## src/rtl/multibyte_add_ctrl_if.sv

```systemverilog
// Bundle of the request/result handshake and the external 8-bit adder hookup
// for multibyte_add_ctrl.
interface multibyte_add_ctrl_if #(parameter int NBYTES = 4);
    logic                  start;
    logic [8*NBYTES-1:0]   a_in;
    logic [8*NBYTES-1:0]   b_in;
    logic                  cin_in;
    logic                  busy;
    logic                  done;
    logic [8*NBYTES-1:0]   result;
    logic                  cout_out;
    logic                  ovf;
    logic [7:0]            add_x;
    logic [7:0]            add_y;
    logic                  add_cin;
    logic [7:0]            add_sum;
    logic                  add_cout;

    // Requester side; it also hosts the combinational adder.
    modport master (
        output start, a_in, b_in, cin_in, add_sum, add_cout,
        input  busy, done, result, cout_out, ovf, add_x, add_y, add_cin
    );

    modport slave (
        input  start, a_in, b_in, cin_in, add_sum, add_cout,
        output busy, done, result, cout_out, ovf, add_x, add_y, add_cin
    );
endinterface

```

## src/rtl/multibyte_add_ctrl.sv

```systemverilog
// Runs an NBYTES-wide add one byte per cycle through an external 8-bit adder,
// chaining carry between bytes; result/flags update only on completion.
module multibyte_add_ctrl #(
    parameter int NBYTES = 4
) (
    input  logic                   clk,
    input  logic                   rst,
    multibyte_add_ctrl_if.slave    bus
);
    localparam int W  = 8 * NBYTES;
    localparam int IW = (NBYTES > 1) ? $clog2(NBYTES) : 1;

    typedef enum logic [1:0] {IDLE, RUN, DONE} state_e;

    state_e          state_q;
    logic [IW-1:0]   idx_q;
    logic [W-1:0]    a_q, b_q, work_q, result_q;
    logic            carry_q, busy_q, done_q, cout_q, ovf_q;
    logic [W-1:0]    merged_d;
    logic            last_d;

    // merged_d carries the current byte so the final edge can publish the
    // complete sum without a separate writeback cycle.
    always_comb begin
        merged_d                 = work_q;
        merged_d[8*idx_q +: 8]   = bus.add_sum;
        last_d                   = (idx_q == IW'(NBYTES - 1));
        bus.add_x                = '0;
        bus.add_y                = '0;
        bus.add_cin              = 1'b0;
        if (state_q == RUN) begin
            bus.add_x   = a_q[8*idx_q +: 8];
            bus.add_y   = b_q[8*idx_q +: 8];
            bus.add_cin = carry_q;
        end
    end

    always_ff @(posedge clk or posedge rst) begin
        if (rst) begin
            state_q  <= IDLE;
            idx_q    <= '0;
            a_q      <= '0;
            b_q      <= '0;
            work_q   <= '0;
            carry_q  <= 1'b0;
            busy_q   <= 1'b0;
            done_q   <= 1'b0;
            result_q <= '0;
            cout_q   <= 1'b0;
            ovf_q    <= 1'b0;
        end else begin
            case (state_q)
                IDLE: begin
                    if (bus.start) begin
                        a_q     <= bus.a_in;
                        b_q     <= bus.b_in;
                        carry_q <= bus.cin_in;
                        idx_q   <= '0;
                        work_q  <= '0;
                        busy_q  <= 1'b1;
                        state_q <= RUN;
                    end
                end
                RUN: begin
                    work_q  <= merged_d;
                    carry_q <= bus.add_cout;
                    if (last_d) begin
                        result_q <= merged_d;
                        cout_q   <= bus.add_cout;
                        ovf_q    <= (a_q[W-1] == b_q[W-1]) && (bus.add_sum[7] != a_q[W-1]);
                        done_q   <= 1'b1;
                        state_q  <= DONE;
                    end else begin
                        idx_q <= idx_q + IW'(1);
                    end
                end
                DONE: begin
                    done_q  <= 1'b0;
                    busy_q  <= 1'b0;
                    state_q <= IDLE;
                end
                default: state_q <= IDLE;
            endcase
        end
    end

    assign bus.busy     = busy_q;
    assign bus.done     = done_q;
    assign bus.result   = result_q;
    assign bus.cout_out = cout_q;
    assign bus.ovf      = ovf_q;
endmodule

```

## src/flat_wrapper.sv

```systemverilog
// flat-port wrapper written by rule: the top's interface ports become plain ports
module multibyte_add_ctrl_flat 
#(
    parameter int NBYTES = 4
)
  (clk, rst, bus_start, bus_a_in, bus_b_in, bus_cin_in, bus_add_sum, bus_add_cout, bus_busy, bus_done, bus_result, bus_cout_out, bus_ovf, bus_add_x, bus_add_y, bus_add_cin);
  multibyte_add_ctrl_if #(.NBYTES(NBYTES)) bus_i ();
  input  logic clk;
  input  logic rst;
  input wire logic [$bits(bus_i.start)-1:0] bus_start;
  input wire logic [$bits(bus_i.a_in)-1:0] bus_a_in;
  input wire logic [$bits(bus_i.b_in)-1:0] bus_b_in;
  input wire logic [$bits(bus_i.cin_in)-1:0] bus_cin_in;
  input wire logic [$bits(bus_i.add_sum)-1:0] bus_add_sum;
  input wire logic [$bits(bus_i.add_cout)-1:0] bus_add_cout;
  output wire logic [$bits(bus_i.busy)-1:0] bus_busy;
  output wire logic [$bits(bus_i.done)-1:0] bus_done;
  output wire logic [$bits(bus_i.result)-1:0] bus_result;
  output wire logic [$bits(bus_i.cout_out)-1:0] bus_cout_out;
  output wire logic [$bits(bus_i.ovf)-1:0] bus_ovf;
  output wire logic [$bits(bus_i.add_x)-1:0] bus_add_x;
  output wire logic [$bits(bus_i.add_y)-1:0] bus_add_y;
  output wire logic [$bits(bus_i.add_cin)-1:0] bus_add_cin;
  assign bus_i.start = bus_start;
  assign bus_i.a_in = bus_a_in;
  assign bus_i.b_in = bus_b_in;
  assign bus_i.cin_in = bus_cin_in;
  assign bus_i.add_sum = bus_add_sum;
  assign bus_i.add_cout = bus_add_cout;
  assign bus_busy = bus_i.busy;
  assign bus_done = bus_i.done;
  assign bus_result = bus_i.result;
  assign bus_cout_out = bus_i.cout_out;
  assign bus_ovf = bus_i.ovf;
  assign bus_add_x = bus_i.add_x;
  assign bus_add_y = bus_i.add_y;
  assign bus_add_cin = bus_i.add_cin;
  multibyte_add_ctrl #(.NBYTES(NBYTES)) u_core (.clk(clk), .rst(rst), .bus(bus_i));
endmodule
```

## config.mk

```make
export PLATFORM = sky130hd
export DESIGN_NAME = multibyte_add_ctrl_flat
export DESIGN_NICKNAME = d
export VERILOG_FILES = /design/src/rtl/multibyte_add_ctrl_if.sv /design/src/rtl/multibyte_add_ctrl.sv /design/src/flat_wrapper.sv
export SDC_FILE = /design/constraint.sdc
export NUM_CORES = 1
export LEC_CHECK = 0
export ABC_AREA = 1
export BUFFER_PORTS_ARGS = -buffer_cell sky130_fd_sc_hd__buf_2
export CAP_MARGIN = 20
export CORE_MARGIN = 2
export CORE_UTILIZATION = 61
export CTS_BUF_LIST = sky130_fd_sc_hd__clkbuf_4 sky130_fd_sc_hd__clkbuf_8
export DETAILED_ROUTE_END_ITERATION = 6
export PLACE_DENSITY = 0.83
export SLEW_MARGIN = 20
export SYNTH_ARGS = -nofsm -noshare
export SYNTH_HDL_FRONTEND = slang
export SYNTH_SLANG_ARGS = --single-unit
```

## constraint.sdc

```tcl
create_clock -name clk -period 13.55 [get_ports clk]
set_input_delay 2.0325 -clock clk [delete_from_list [all_inputs] [get_ports clk]]
set_output_delay 2.0325 -clock clk [all_outputs]
set_load 0.05 [all_outputs]
```

Word level (Yosys, flattened, before mapping) --
Cells that the tools add are included.
Cells by class: add/sub/neg operators 2, equality and inequality tests 8, shifts and indexed selects 4, muxes and demuxes 18, reductions and logical operators 12
Operator list (count):
- $pmux 32 s2 | 1
- $shiftx 32x6->8 | 2
- $neg 5->34 | 1
- $shift 8x34->32 const A | 1
- $shiftx 8x34->32 | 1
- $bwmux 32 | 1
- $mux 32 | 1
- $mux 8 | 2
- $reduce_and 2->1 | 6
- $mux 2 | 4
- $pmux 2 s2 | 2
- $pmux 1 s2 | 3
- $reduce_bool 2->1 | 3
- $eq 2x2->1 const B | 2
- $mux 1 | 4
- $ne 2x2->1 const B | 2
- $reduce_and 3->1 | 1
- $add 2x1->2 const B | 1
- $eq 2x1->1 const B | 1
- $logic_not 2->1 | 1
- $ne 2x1->1 const B | 1
- $eq 1x1->1 | 1
- $logic_and 1x1->1 | 1
- $ne 1x1->1 | 1
Storage, ports and cells: register bits after elaboration 137, input bits 77, output and inout port bits 53, logic and storage cells 55

Logic depth before layout (Yosys ltp) --
depth in word-level cells 4, gate-level depth with buffers 10, mapped depth without buffers 9

Worst setup path before layout --
Ideal clock, no wire load.
path kind register to output, start point register u_core.idx_q[1], end point output port bus_add_x[5], data arrival time 1759 ps, data required time 11517 ps, path slack 9758 ps, cell stages (with the launch flop) 5, path buffers 1, cell sequence dfrtp_1 inv_1 clkbuf_1 nand3_1 a21oi_1
Between the ends: longest elaborated chain between the ends 2
RTL lines:
- from (decl) | RTL line multibyte_add_ctrl.sv:16 | logic [IW-1:0] idx_q;
- from (signal assigned) | RTL line multibyte_add_ctrl.sv:74 | idx_q <= idx_q + IW'(1);
- $shiftx 32x6->8 | RTL line multibyte_add_ctrl.sv:32 | bus.add_x = a_q[8*idx_q +: 8];
- $mux 8 | RTL line multibyte_add_ctrl.sv:31 | if (state_q == RUN) begin
- to (decl) | RTL line flat_wrapper.sv:21 | output wire logic [$bits(bus_i.add_x)-1:0] bus_add_x;
No other way between the ends.

Worst setup path after layout --
start point register u_core.idx_q[0], end point output port bus_add_y[1]
Between the ends: longest elaborated chain between the ends 2
RTL lines:
- $shiftx 32x6->8 | RTL line multibyte_add_ctrl.sv:33 | bus.add_y = b_q[8*idx_q +: 8];
- $mux 8 | RTL line multibyte_add_ctrl.sv:31
- to (decl) | RTL line flat_wrapper.sv:22 | output wire logic [$bits(bus_i.add_y)-1:0] bus_add_y;
No other way between the ends.

==> impl_metrics.ini <==
[critical_path]
reg2reg_depth = 9
r2r_start = u_core.idx_q[0]$_DFFE_PP0P_
cp_data_required_time_ns = 11.52
cp-start-kind = flop
cp.arrival_ns = 2.97
critical_path_class = flop to primary output
critPathMaxFanout = 61
rr_endpoint = u_core.work_q[27]$_DFFE_PP0P_
end_kind = primary output
rrSetupSlack_ns = 10.23

[power_and_ir_drop]
ir_drop_mv = 0.170
p_sw_uw = 1000
internal-power_uw = 1010
pwr-share-comb = 0.476
powerDensity_nw_per_um2 = 270
power_leakage_uw = 0.00431
power_switching_share = 0.497
power_frac_clock = 0.177
seqPwrFrac = 0.347

[logic_synthesis]
yosys_warnings = 0
synth_seq_cells = 137
syn_inst = 843
synth_cell_type_count = 19
syn_area_sq_um = 6380
ys_seq_area_frac = 0.538
synth.net_count = 926
synth_area_per_cell_sq_um = 7.56

[floorplan]
num_io_pins = 130
rows = 37
die_h_microns = 106
start_util = 0.623
core_sq_um = 10200
die_area_sq_um = 11300
die_x_microns = 106

[clock_tree]
cts_hold_buf = 0
clock_latency_ns = 0.44
cts_inserted_buffers = 17
cts_sinks = 137
clk_path_buf_depth = 2
cts_root_buffer = clkbuf_8
cts_tree = built
htreeDepth = 4
ctsResizeCount = 0
cts_setup_buffers = 0
clkTransAtPathRegs_ns = 0.07

[timing]
hold_viol_final = 0
hold_ws_ns = 0.474
rsz0062_at_grt = no
clock_skew_ns = 0.00936
drv_slew = 0
max_slew_margin = 0.315
finalCriticalPeriod_ns = 5.00
setup_violations = 0
setup-tns-final_ns = 0
max_clock_freq_mhz = 200
finalCritPeriodShare = 0.369
max_slew.worst_pin.slew_ns = 1.03

[min_path]
hold_path_depth = 2
hold_class = flop to flop
hp-start = u_core.bus.result[25]$_DFFE_PP0P_
hold_end = u_core.bus.result[25]$_DFFE_PP0P_

[routing]
drt_iter0_markers = 342
viasPerCell = 5.19
first_pass_iters = 5
totalWireLength_microns = 15200
postRouteAntennaNets = 0
vias = 5725
wl_per_cell_microns = 13.8
drc = 0

[finish]
final_common_cell = nand2_1
multi_input_area_sq_um = 2500
num-fill-cells = 826
fin_util = 0.730
area_growth_pct = 17.1
finalNonFillerCells = 1103
final_nets = 1038
drive_gt1_frac = 0.178
insertedDiodeCount = 0
layout_common_cells = nand2_1 (447), dfrtp_1 (136), buf_2 (129)
seqCellArea_sq_um = 3430

[grt]
grt_overflow_total = 0
grt_pass1_wl_microns = 25800
grt_pass1_vias = 5507
antenna_found_initial = 0
grt_max_degree = 108
grt_usage = 0.291

[status]
status = complete, no violations

[place]
port_buffers = 129
finalWeightedCongestion = 0.931
place_inst = 1072
dp_hpwl_microns = 9980

[job]
drv_cap = 0
==> cells by family (layout without fill, tap and decap cells) <==
logic type,after synthesis,after routing,synth area share
adders and majority gates,6,6,0.0118
DFF,137,137,0.538
buffers and inverters,108,232,0.0704
and+or+nand+nor,508,508,0.308
AOI/OAI and AO/OA,84,84,0.0724
==> power by group through the flow <==
stage / combinational (uW) / sequential [uW] / clock [uW]
global placement: 937 / 695 / 0
global route: 1060 / 722 / 379
CTS: 960 / 698 / 360
detailed placement: 952 / 703 / 0
floorplan: 621 / 816 / 0
finish: 958 / 700 / 357
==> cells in the mapped netlist <==
library cell / count / area [sq um]
buf_4: 4 / 30.0
o22ai_1: 1 / 6.26
nand3_1: 21 / 105
nand2_1: 447 / 1680
ha_1: 6 / 75.1
dfrtp_1: 137 / 3430
inv_2: 3 / 11.3
o21ai_1: 3 / 15.0
clkinv_1: 1 / 3.75
a21oi_1: 16 / 80.1
clkbuf_1: 13 / 48.8
o21ai_0: 48 / 240
o211ai_1: 16 / 120
nand3_2: 1 / 10.0
buf_2: 23 / 115
nand4_1: 8 / 50.1
nor2_1: 30 / 113
inv_1: 64 / 240
nor2_2: 1 / 6.26
==> metrics by stage <==
stage                     setup WS (ns)  total power [uW]  instance area [sq um]
after floorplan                    7.85              1440                   6380
after global placement             9.15              1630                   7040
final                              8.55              2020                   7460
after CTS                          8.58              2020                   7460
after global routing               8.35              2160                   7460
after detailed placement           9.04              1660                   7040
==> critical path, stage by stage (launching register included) <==
cell and delay [ns]:
dfrtp_2 1.05, inv_1 0.68, nand2_1 0.23, nand3_1 0.09, a21oi_1 0.16, buf_2 0.30
==> worst max path at each step <==
| stage | end | depth (start not counted) | slack (ns) | start |
|---|---|---|---|---|
| CTS | bus_add_x[5] | 5 | 8.58 | u_core.idx_q[0]$_DFFE_PP0P_ |
| floorplan | u_core.a_q[0]$_DFFE_PP0P_ | 1 | 7.85 | rst |
| global route | bus_add_x[7] | 5 | 8.35 | u_core.idx_q[0]$_DFFE_PP0P_ |
| finish | bus_add_y[1] | 5 | 8.55 | u_core.idx_q[0]$_DFFE_PP0P_ |
| global placement | bus_add_y[4] | 5 | 9.15 | u_core.idx_q[0]$_DFFE_PP0P_ |
| detailed placement | bus_add_x[5] | 5 | 9.04 | u_core.idx_q[0]$_DFFE_PP0P_ |
==> registers in the layout, indices dropped and copies added, names as in the netlist <==
name                 count
u_core.bus.busy          1
u_core.bus.ovf           1
u_core.idx_q             2
u_core.b_q              32
u_core.work_q           32
u_core.carry_q           1
u_core.bus.done          1
u_core.bus.result       32
u_core.a_q              32
u_core.bus.cout_out      1
u_core.state_q           2
==> per-layer routing <==
layer / part of all wire / track usage / vias to the layer above / wire [microns]
met3: 0.073 / 0.0754 / 28 / 1110
met2: 0.48 / 0.462 / 233 / 7260
met5: 0 / 0 / - / 0
met1: 0.43 / 0.394 / 2644 / 6560
li1: - / - / 2820 / -
met4: 0.019 / 0.0977 / 0 / 295
==> area by class of cell <==
cell class	instances	area share
sequential	137	0.459
inverter	68	0.0349
multi-input combinational	598	0.335
clock inverter	12	0.0223
timing repair buffer	133	0.0905
clock buffer	19	0.0350
tap	136	0.0228
No activity file was read; power rests on OpenSTA's default activity.
